`src/rtl/writeback_arbiter_pkg.sv`:
```
// Shared constants and types for the writeback arbiter slice.
package writeback_arbiter_pkg;

    localparam int unsigned WB_DATA_WIDTH = 32;
    localparam int unsigned WB_ADDR_WIDTH = 5;
    localparam int unsigned WB_ZERO_REG   = 0;

    typedef enum logic [1:0] {
        WIN_NONE,
        WIN_ALU,
        WIN_LOAD
    } wb_src_e;

endpackage

```
`src/rtl/writeback_arbiter_load_queue.sv`:
```
// In-order load-return FIFO with per-entry destination compare for hazard lookup.
module wb_load_queue
    import writeback_arbiter_pkg::*;
#(
    parameter int unsigned DATA_WIDTH    = WB_DATA_WIDTH,
    parameter int unsigned ADDRESS_WIDTH = WB_ADDR_WIDTH,
    parameter int unsigned DEPTH         = 4,
    localparam int unsigned PW           = $clog2(DEPTH),
    localparam int unsigned CW           = PW + 1
) (
    input  logic                     clk,
    input  logic                     res,
    input  logic                     push_i,
    input  logic [ADDRESS_WIDTH-1:0] push_rd_i,
    input  logic [DATA_WIDTH-1:0]    push_data_i,
    input  logic                     pop_i,
    output logic [ADDRESS_WIDTH-1:0] head_rd_o,
    output logic [DATA_WIDTH-1:0]    head_data_o,
    output logic [CW-1:0]            count_o,
    output logic                     full_o,
    output logic                     empty_o,
    input  logic [ADDRESS_WIDTH-1:0] chk_rd_i,
    output logic [DEPTH-1:0]         match_o
);

    logic [ADDRESS_WIDTH-1:0] rd_q   [DEPTH];
    logic [DATA_WIDTH-1:0]    data_q [DEPTH];
    logic [PW-1:0]            wptr_q, rptr_q;
    logic [CW-1:0]            count_q, count_d;
    logic [PW-1:0]            off;

    always_comb begin
        count_d = count_q;
        unique case ({push_i, pop_i})
            2'b10:   count_d = count_q + CW'(1);
            2'b01:   count_d = count_q - CW'(1);
            default: count_d = count_q;
        endcase
    end

    always_ff @(posedge clk or posedge res) begin
        if (res) begin
            wptr_q  <= '0;
            rptr_q  <= '0;
            count_q <= '0;
        end else begin
            if (push_i) wptr_q <= wptr_q + PW'(1);
            if (pop_i)  rptr_q <= rptr_q + PW'(1);
            count_q <= count_d;
        end
    end

    // Payload storage carries no reset; occupancy is defined by the pointers alone.
    always_ff @(posedge clk) begin
        if (push_i) begin
            rd_q[wptr_q]   <= push_rd_i;
            data_q[wptr_q] <= push_data_i;
        end
    end

    // Entry i is live when its distance from the read pointer is below the count.
    always_comb begin
        match_o = '0;
        off     = '0;
        for (int unsigned i = 0; i < DEPTH; i++) begin
            off        = PW'(i) - rptr_q;
            match_o[i] = ({1'b0, off} < count_q) && (rd_q[i] == chk_rd_i);
        end
    end

    assign head_rd_o   = rd_q[rptr_q];
    assign head_data_o = data_q[rptr_q];
    assign count_o     = count_q;
    assign full_o      = (count_q == CW'(DEPTH));
    assign empty_o     = (count_q == '0);

endmodule

```
`src/rtl/writeback_arbiter.sv`:
```
// Merges ALU and load-return results onto the single register-file write port.
// Optional feature macro: WB_FULL_PRIORITY_EN (full load queue overrides ALU priority).
module writeback_arbiter
    import writeback_arbiter_pkg::*;
#(
    parameter int unsigned DATA_WIDTH    = WB_DATA_WIDTH,
    parameter int unsigned ADDRESS_WIDTH = WB_ADDR_WIDTH,
    parameter int unsigned LQ_DEPTH      = 4,
    localparam int unsigned CW           = $clog2(LQ_DEPTH) + 1
) (
    input  logic                     clk,
    input  logic                     res,
    input  logic                     alu_valid,
    output logic                     alu_ready,
    input  logic [ADDRESS_WIDTH-1:0] alu_rd,
    input  logic [DATA_WIDTH-1:0]    alu_data,
    input  logic                     lsu_valid,
    output logic                     lsu_ready,
    input  logic [ADDRESS_WIDTH-1:0] lsu_rd,
    input  logic [DATA_WIDTH-1:0]    lsu_data,
    output logic                     we,
    output logic [ADDRESS_WIDTH-1:0] A3,
    output logic [DATA_WIDTH-1:0]    WD,
    input  logic [ADDRESS_WIDTH-1:0] chk_rd,
    output logic                     chk_hit,
    output logic [CW-1:0]            lq_count
);

    localparam logic [ADDRESS_WIDTH-1:0] ZERO_RD = ADDRESS_WIDTH'(WB_ZERO_REG);

    logic                     we_q, we_d;
    logic [ADDRESS_WIDTH-1:0] a3_q, a3_d;
    logic [DATA_WIDTH-1:0]    wd_q, wd_d;
    logic                     ld_q, ld_d;
    logic                     lq_push, lq_pop, lq_full, lq_empty;
    logic [ADDRESS_WIDTH-1:0] head_rd;
    logic [DATA_WIDTH-1:0]    head_data;
    logic [LQ_DEPTH-1:0]      lq_match;
    wb_src_e                  win;

    wb_load_queue #(
        .DATA_WIDTH    (DATA_WIDTH),
        .ADDRESS_WIDTH (ADDRESS_WIDTH),
        .DEPTH         (LQ_DEPTH)
    ) u_lq (
        .clk         (clk),
        .res         (res),
        .push_i      (lq_push),
        .push_rd_i   (lsu_rd),
        .push_data_i (lsu_data),
        .pop_i       (lq_pop),
        .head_rd_o   (head_rd),
        .head_data_o (head_data),
        .count_o     (lq_count),
        .full_o      (lq_full),
        .empty_o     (lq_empty),
        .chk_rd_i    (chk_rd),
        .match_o     (lq_match)
    );

`ifdef WB_FULL_PRIORITY_EN
    assign alu_ready = ~lq_full;
`else
    assign alu_ready = 1'b1;
`endif

    assign lsu_ready = ~lq_full;
    // rd==0 loads complete the handshake but never occupy a slot.
    assign lq_push   = lsu_valid && lsu_ready && (lsu_rd != ZERO_RD);

    always_comb begin
        win = WIN_NONE;
        if (alu_valid && alu_ready && (alu_rd != ZERO_RD)) begin
            win = WIN_ALU;
        end else if (!lq_empty) begin
            win = WIN_LOAD;
        end
    end

    always_comb begin
        we_d   = 1'b0;
        a3_d   = a3_q;
        wd_d   = wd_q;
        ld_d   = 1'b0;
        lq_pop = 1'b0;
        unique case (win)
            WIN_ALU: begin
                we_d = 1'b1;
                a3_d = alu_rd;
                wd_d = alu_data;
            end
            WIN_LOAD: begin
                we_d   = 1'b1;
                a3_d   = head_rd;
                wd_d   = head_data;
                ld_d   = 1'b1;
                lq_pop = 1'b1;
            end
            default: ;
        endcase
    end

    always_ff @(posedge clk or posedge res) begin
        if (res) begin
            we_q <= 1'b0;
            a3_q <= '0;
            wd_q <= '0;
            ld_q <= 1'b0;
        end else begin
            we_q <= we_d;
            a3_q <= a3_d;
            wd_q <= wd_d;
            ld_q <= ld_d;
        end
    end

    assign we = we_q;
    assign A3 = a3_q;
    assign WD = wd_q;

    // A load sitting in the output register is still pending until the write lands.
    assign chk_hit = (chk_rd != ZERO_RD) &&
                     ((|lq_match) || (we_q && ld_q && (a3_q == chk_rd)));

endmodule

```
`config.mk`:
```
export PLATFORM = sky130hd
export DESIGN_NAME = writeback_arbiter
export DESIGN_NICKNAME = d
export VERILOG_FILES = /design/src/rtl/writeback_arbiter_pkg.sv /design/src/rtl/writeback_arbiter_load_queue.sv /design/src/rtl/writeback_arbiter.sv
export SDC_FILE = /design/constraint.sdc
export NUM_CORES = 1
export LEC_CHECK = 0
export BUFFER_PORTS_ARGS = -buffer_cell sky130_fd_sc_hd__buf_2
export CAP_MARGIN = 20
export CORE_MARGIN = 10
export CORE_UTILIZATION = 51
export CTS_CLUSTER_DIAMETER = 50
export DETAILED_ROUTE_END_ITERATION = 10
export GPL_TIMING_DRIVEN = 0
export PLACE_DENSITY = 0.76
export SYNTH_ARGS = -nofsm -noshare
export SYNTH_HDL_FRONTEND = slang
export SYNTH_HIERARCHICAL = 1
export SYNTH_SLANG_ARGS = --single-unit
```
`constraint.sdc`:
```
create_clock -name clk -period 2.2 [get_ports clk]
set_clock_uncertainty 0.2 [all_clocks]
set_input_delay 0.44 -clock clk [delete_from_list [all_inputs] [get_ports clk]]
set_output_delay 0.44 -clock clk [all_outputs]
set_load 0.02 [all_outputs]
```
======== Word level (Yosys, flattened, before mapping) ========
Memories as Yosys holds them, arrays and structs flattened.
Cells that the tools add are included.
operators by class
  eq/ne operators ......................... 10
  shift operators ......................... 0
  $add $sub $neg .......................... 8
  bitwise logic cells ..................... 1
  magnitude comparators ................... 4
  muxes and demuxes ....................... 9
  multipliers ............................. 0
  divide/modulo/power cells ............... 0
  reductions and logical operators ........ 19
operators by type and width
  cell                   number
  $pmux W32 S2           1
  $eq A5 B5 Y1           5
  $reduce_bool A5 Y1     3
  $lt A2 B3 Y1           4
  $logic_and A1 B1 Y1    10
  $pmux W5 S2            1
  $pmux W3 S2            1
  $add A2 B1 Y2 const B  2
  $eq A2 B1 Y1 const B   2
  $eq A2 B2 Y1 const B   2
  $mux W1                4
  $mux W2                2
  $reduce_bool A2 Y1     2
  $reduce_or A4 Y1       1
  $sub A1 B2 Y2 const A  2
  $sub A2 B2 Y2 const A  2
  $add A3 B1 Y3 const B  1
  $eq A3 B3 Y1 const B   1
  $logic_not A3 Y1       1
  $sub A3 B1 Y3 const B  1
  $reduce_or A2 Y1       1
  $logic_or A1 B1 Y1     1
  $not A1 Y1             1
storage, ports and cells
  output and inout bits ................... 44
  bits of input ports ..................... 83
  latch bits .............................. 0
  memories ................................ 2
  RAM bits ................................ 148
  ROM bits ................................ 0
  word-level logic and storage cells ...... 60
  register bits after elaboration ......... 46
memories
  memory       words  width  rd ports  clocked after Yosys merged registers in  wr ports  RTL line                            source
  u_lq.data_q  4      32     1         0                                        1         writeback_arbiter_load_queue.sv:27  logic [DATA_WIDTH-1:0] data_q [DEPTH];
  u_lq.rd_q    4      5      5         0                                        1         writeback_arbiter_load_queue.sv:26  logic [ADDRESS_WIDTH-1:0] rd_q [DEPTH];

======== Logic depth before layout (Yosys ltp) ========
  depth in word-level cells ............... 7
  gate-level depth with buffers ........... 11
  mapped depth without buffers ............ 11

======== Hierarchy ========
Netlist, hierarchy kept.
modules (own cells, without submodules)
  module             seq. area each (um^2)  cells each  area each (um^2)  times used
  wb_load_queue      4619.4                 277         6173.4            1
  writeback_arbiter  975.9                  184         1998.2            1

======== Least setup slack after synthesis ========
Ideal clock, no wire load.
  kind .................................... in2reg
  from .................................... in alu_rd[3]
  to ...................................... reg u_lq.count_q[2] (netlist: u_lq/count_o[2])
  buffers on the path ..................... 1
  stages .................................. 10
  arrival time ............................ 2519 ps
  setup time .............................. 80 ps
  setup slack ............................. -599 ps
  data required time ...................... 1920 ps
  cells stage by stage .................... or4_1 o21ai_1 buf_4 nor2b_1 ha_1 inv_1 fa_1 xor2_1 nor2_1 xnor2_1
between the ends
  longest elaborated chain between the ends .. 7
  elaborated cells between the ends (all ways) .. 9
  classes of those cells .................. eq/ne: 3; mux: 3; reduce/logical: 3
ends and longest elaborated chain
  what                                               RTL line                            source
  start: declaration                                 writeback_arbiter.sv:15             input logic [ADDRESS_WIDTH-1:0] alu_rd,
  $reduce_bool A5 Y1 (*)                             writeback_arbiter.sv:73             if (alu_valid && alu_ready && (alu_rd != ZERO_RD)) begin
  $logic_and A1 B1 Y1 (*)                            writeback_arbiter.sv:73
  $mux W2 (*)                                        writeback_arbiter.sv:73
  $eq A2 B2 Y1 (*)                                   n/a
  $mux W1 (*)                                        n/a
  named net ld_d                                     writeback_arbiter.sv:34             logic ld_q, ld_d;
  $eq A2 B1 Y1 or $eq A2 B2 Y1 (tied branches)       writeback_arbiter_load_queue.sv:34  unique case ({push_i, pop_i})
  $pmux W3 S2 or $reduce_bool A2 Y1 (tied branches)  n/a
  end signal: assignment                             writeback_arbiter_load_queue.sv:49  count_q <= count_d;
  end: declaration                                   writeback_arbiter_load_queue.sv:29  logic [CW-1:0] count_q, count_d;
The timed path passes the listed nets; every way through them passes the cells marked *.
A chain may end at the register's enable or synchronous reset.

======== Worst setup path in the final report ========
  from .................................... reg u_lq.rptr_q[0]
  to ...................................... out chk_hit
between the ends
  longest elaborated chain between the ends .. 6
  elaborated cells between the ends (all ways) .. 15
  classes of those cells .................. add/sub: 4; order compare: 4; reduce/logical: 7
ends and longest elaborated chain
  what                      RTL line                            source
  start: declaration        writeback_arbiter_load_queue.sv:28  logic [PW-1:0] wptr_q, rptr_q;
  start signal: assignment  writeback_arbiter_load_queue.sv:48  if (pop_i) rptr_q <= rptr_q + PW'(1);
  $sub A1 B2 Y2             writeback_arbiter_load_queue.sv:66  off = PW'(i) - rptr_q;
  $lt A2 B3 Y1              writeback_arbiter_load_queue.sv:67  match_o[i] = ({1'b0, off} < count_q) && (rd_q[i] == chk_rd_i);
  $logic_and A1 B1 Y1       writeback_arbiter_load_queue.sv:67
  named net lq_match[0]     writeback_arbiter.sv:38             logic [LQ_DEPTH-1:0] lq_match;
  $reduce_or A4 Y1          writeback_arbiter.sv:123            ((|lq_match) || (we_q && ld_q && (a3_q == chk_rd)));
  $logic_or A1 B1 Y1        writeback_arbiter.sv:123
  $logic_and A1 B1 Y1       writeback_arbiter.sv:122            assign chk_hit = (chk_rd != ZERO_RD) &&
  end: declaration          writeback_arbiter.sv:25             output logic chk_hit,
The timed path passes the listed nets, and every way through them passes these cells.

==> reports/summary.txt <==
startpoint class of the critical path = register
slowest stage cell, crit path = dfrtp_1
area share of the largest cell type after synthesis = 0.544
RSZ-0062 raised after global routing = yes
Synth Cell Area = 0.00817 mm2
area leader, netlist = edfxtp_1
DRC Markers = 0
Max-slew headroom = 0.576
Placer Congestion = 0.808
critical path's top delay family = compound AO/OA/AOI/OAI gates
Leak = 3.80 nW
critical path cell sequence = buf_6 > buf_12 > xnor2_4 > inv_2 > ha_4 > a2111oi_4 > nor4_4 > o22ai_2 > buf_6
Mapped Nets = 554
ratio of cells with drive above 1 in the final layout = 0.435
# rows = 46
sequential area share after synthesis = 0.685
Die ar. = 0.0215 mm2
Yosys cell types = 40
Overflow after GRT = 0
CP most frequent cell = buf_6
Sum Neg Setup Slack = -2.82 ns
CTS root buffer = clkbuf_16
Place WS = -0.909 ns
pwr dens = 1320 mW/mm2
Avg Cell Area, Syn = 17.7 um2
Initial Util = 0.518
Fmax achieved = 340 MHz
Total Wirelength = 19.2 mm
met2 Use GR = 0.308
dpl cells = 803
clk buf depth = 2
fraction of registers with async set/reset = 0.237
Final #Nets = 728
CP bufs+invs = 4
Max-cap violations = 0
initial antenna violation count = 1
Finished Core Util = 0.648
Finished Layout Cells = 865
outcome = finished with violations
drt first pass iters = 5
Worst Hold Class = input port to register
worst vdd ir = 0.836 mV
busiest grt layer = met2
first-pass GRT wire length = 29.4 mm
Clk Latency, worst-skew pair = 0.43 ns
Tightest Pin Transition = 0.636 ns
vias = 4,683
starting DRC count in detailed routing = 328
WP data arrival = 2.30 ns
crit-path max FO = 3
Die Y = 147 um
FF+latch count, synth = 194
commonest non-fill, non-tap cell in the layout = edfxtp_1
critical path type = register to primary output
final setup violation count = 24
CORE AREA = 0.0158 mm2
Clock Sinks = 194
Multi-input gate area = 0.00249 mm2
CTS buffer count = 17
Post-Syn Instances = 461
Critical Path Max Stage Delay = 0.38 ns
met3 global-route usage = 0.0491
synth top area cells = edfxtp_1, dfrtp_1, mux4_2
Final period util = 1.34
Layout fillers = 1,137
Layout area overhead = 25.1%
Final Hold Fails = 0
Die W = 147 um
Final Slew Violations = 0
final setup margin = -0.744 ns
DPL Wire Length = 12.3 mm
commonest non-fill, non-tap cells in the layout = edfxtp_1, buf_2, dfrtp_1
CP Capture Type = primary output
# IOs = 127
PortBufs = 125
Global Route Usage Sum = 0.181
number of synthesized flops with an enable pin = 148
vias in the first global route = 5,217
violated checks = setup timing
CP required = 1.56 ns
clock-pin slew on the worst setup and hold paths = 0.07 ns
CTS tree = done
DRT antenna net count = 0
ys flop type = edfxtp_1
largest net degree at the start of global routing = 21
H-tree lvl count = 4
fin crit period = 2.94 ns
Yosys warning count = 6
FF/Latch Area = 0.00560 mm2
global routing usage on met1 = 0.210
routed vias/inst = 5.41
WL per Instance = 22.2 um
## stage by stage
stage / power [mW] / hold slack, ns / cell area [um2]
final: 13.5 / 0.0238 / 10200
after global placement: 9.48 / 0.193 / 9110
after detailed placement: 9.68 / 0.204 / 9140
after global routing: 14.1 / 0.0126 / 10200
after CTS: 13.5 / 0.00596 / 10200
after floorplan: 8.37 / 0.0434 / 8220
## cell families (layout without fill, tap and decap cells)
kind of cell,count (synthesis),count (layout),synth area share
AOI/OAI and AO/OA,51,51,0.0499
xor gates and xnor gates,29,29,0.0311
adders and majority gates,10,10,0.0162
buffers and inverters,41,224,0.0306
DFF,194,194,0.685
muxes,75,75,0.153
other,1,2,0.000459
and+or+nand+nor,60,64,0.0335
## worst paths after layout
| check | startpoint | to | slack [ns] | depth (start not counted) |
|---|---|---|---|---|
| min reg2reg | u_lq/wptr_q[0] | u_lq/wptr_q[0] | 0.34 | 1 |
| min | lsu_data[21] | u_lq/data_q[1][21] | 0.02 | 1 |
| max reg2reg | u_lq/count_o[0] | u_lq/count_o[2] | -0.52 | 10 |
| max | u_lq/rptr_q[0] | chk_hit | -0.74 | 9 |
| min in group asynchronous | res | u_lq/wptr_q[0] | 0.32 | 3 |
| max in group asynchronous | res | WD[3] | 0.88 | 4 |
## flip-flops by register name, summed over array words and instances (netlist names)
signal	cells
ld_q	1
A3	5
WD	32
u_lq/rptr_q	2
u_lq/data_q	128
u_lq/rd_q	20
we	1
u_lq/wptr_q	2
u_lq/count_o	3
## cells in the mapped netlist (3+ instances only)
cell	number
dfrtp_1	46
nand4_1	4
and2_1	4
mux2i_1	36
buf_2	7
nor2_1	38
xor2_1	9
mux4_1	10
nor2b_1	4
ha_1	9
buf_6	7
nand2_1	3
buf_4	5
clkbuf_1	4
xnor2_1	20
mux4_2	27
a21oi_1	12
or4_1	3
edfxtp_1	148
a21oi_2	24
inv_1	15
## area by class of cell
type                       count  area share
sequential                   194       0.548
multi-input combinational    230       0.244
timing repair buffer         151      0.0954
clock buffer                  19      0.0444
tap                          216      0.0264
buffer                        26      0.0213
clock inverter                13      0.0155
inverter                      15     0.00551
antenna                        1    0.000245
## where the power goes
part / total, mW / switching, mW / internal, mW / leakage (nW)
Clock: 3.15 / 1.30 / 1.85 / 0.294
Combinational: 5.11 / 2.70 / 2.41 / 1.63
Sequential: 5.24 / 0.372 / 4.86 / 1.88
## per-layer routing
layer / vias to the layer above / share of wire
li1: 2123 / -
met2: 160 / 0.52
met1: 2362 / 0.40
met5: - / 0
met4: 0 / 0.024
met3: 38 / 0.061
## repair_timing
item                                    CTS  global route
hold endpoints to repair                 26             0
gates cloned                              4             0
buffers inserted                         22             2
pin swaps                                12             1
hold buffers                              1             0
gates resized for setup                  25             2
endpoints found under the setup margin  182            51
Power figures use the tool's default switching activity.
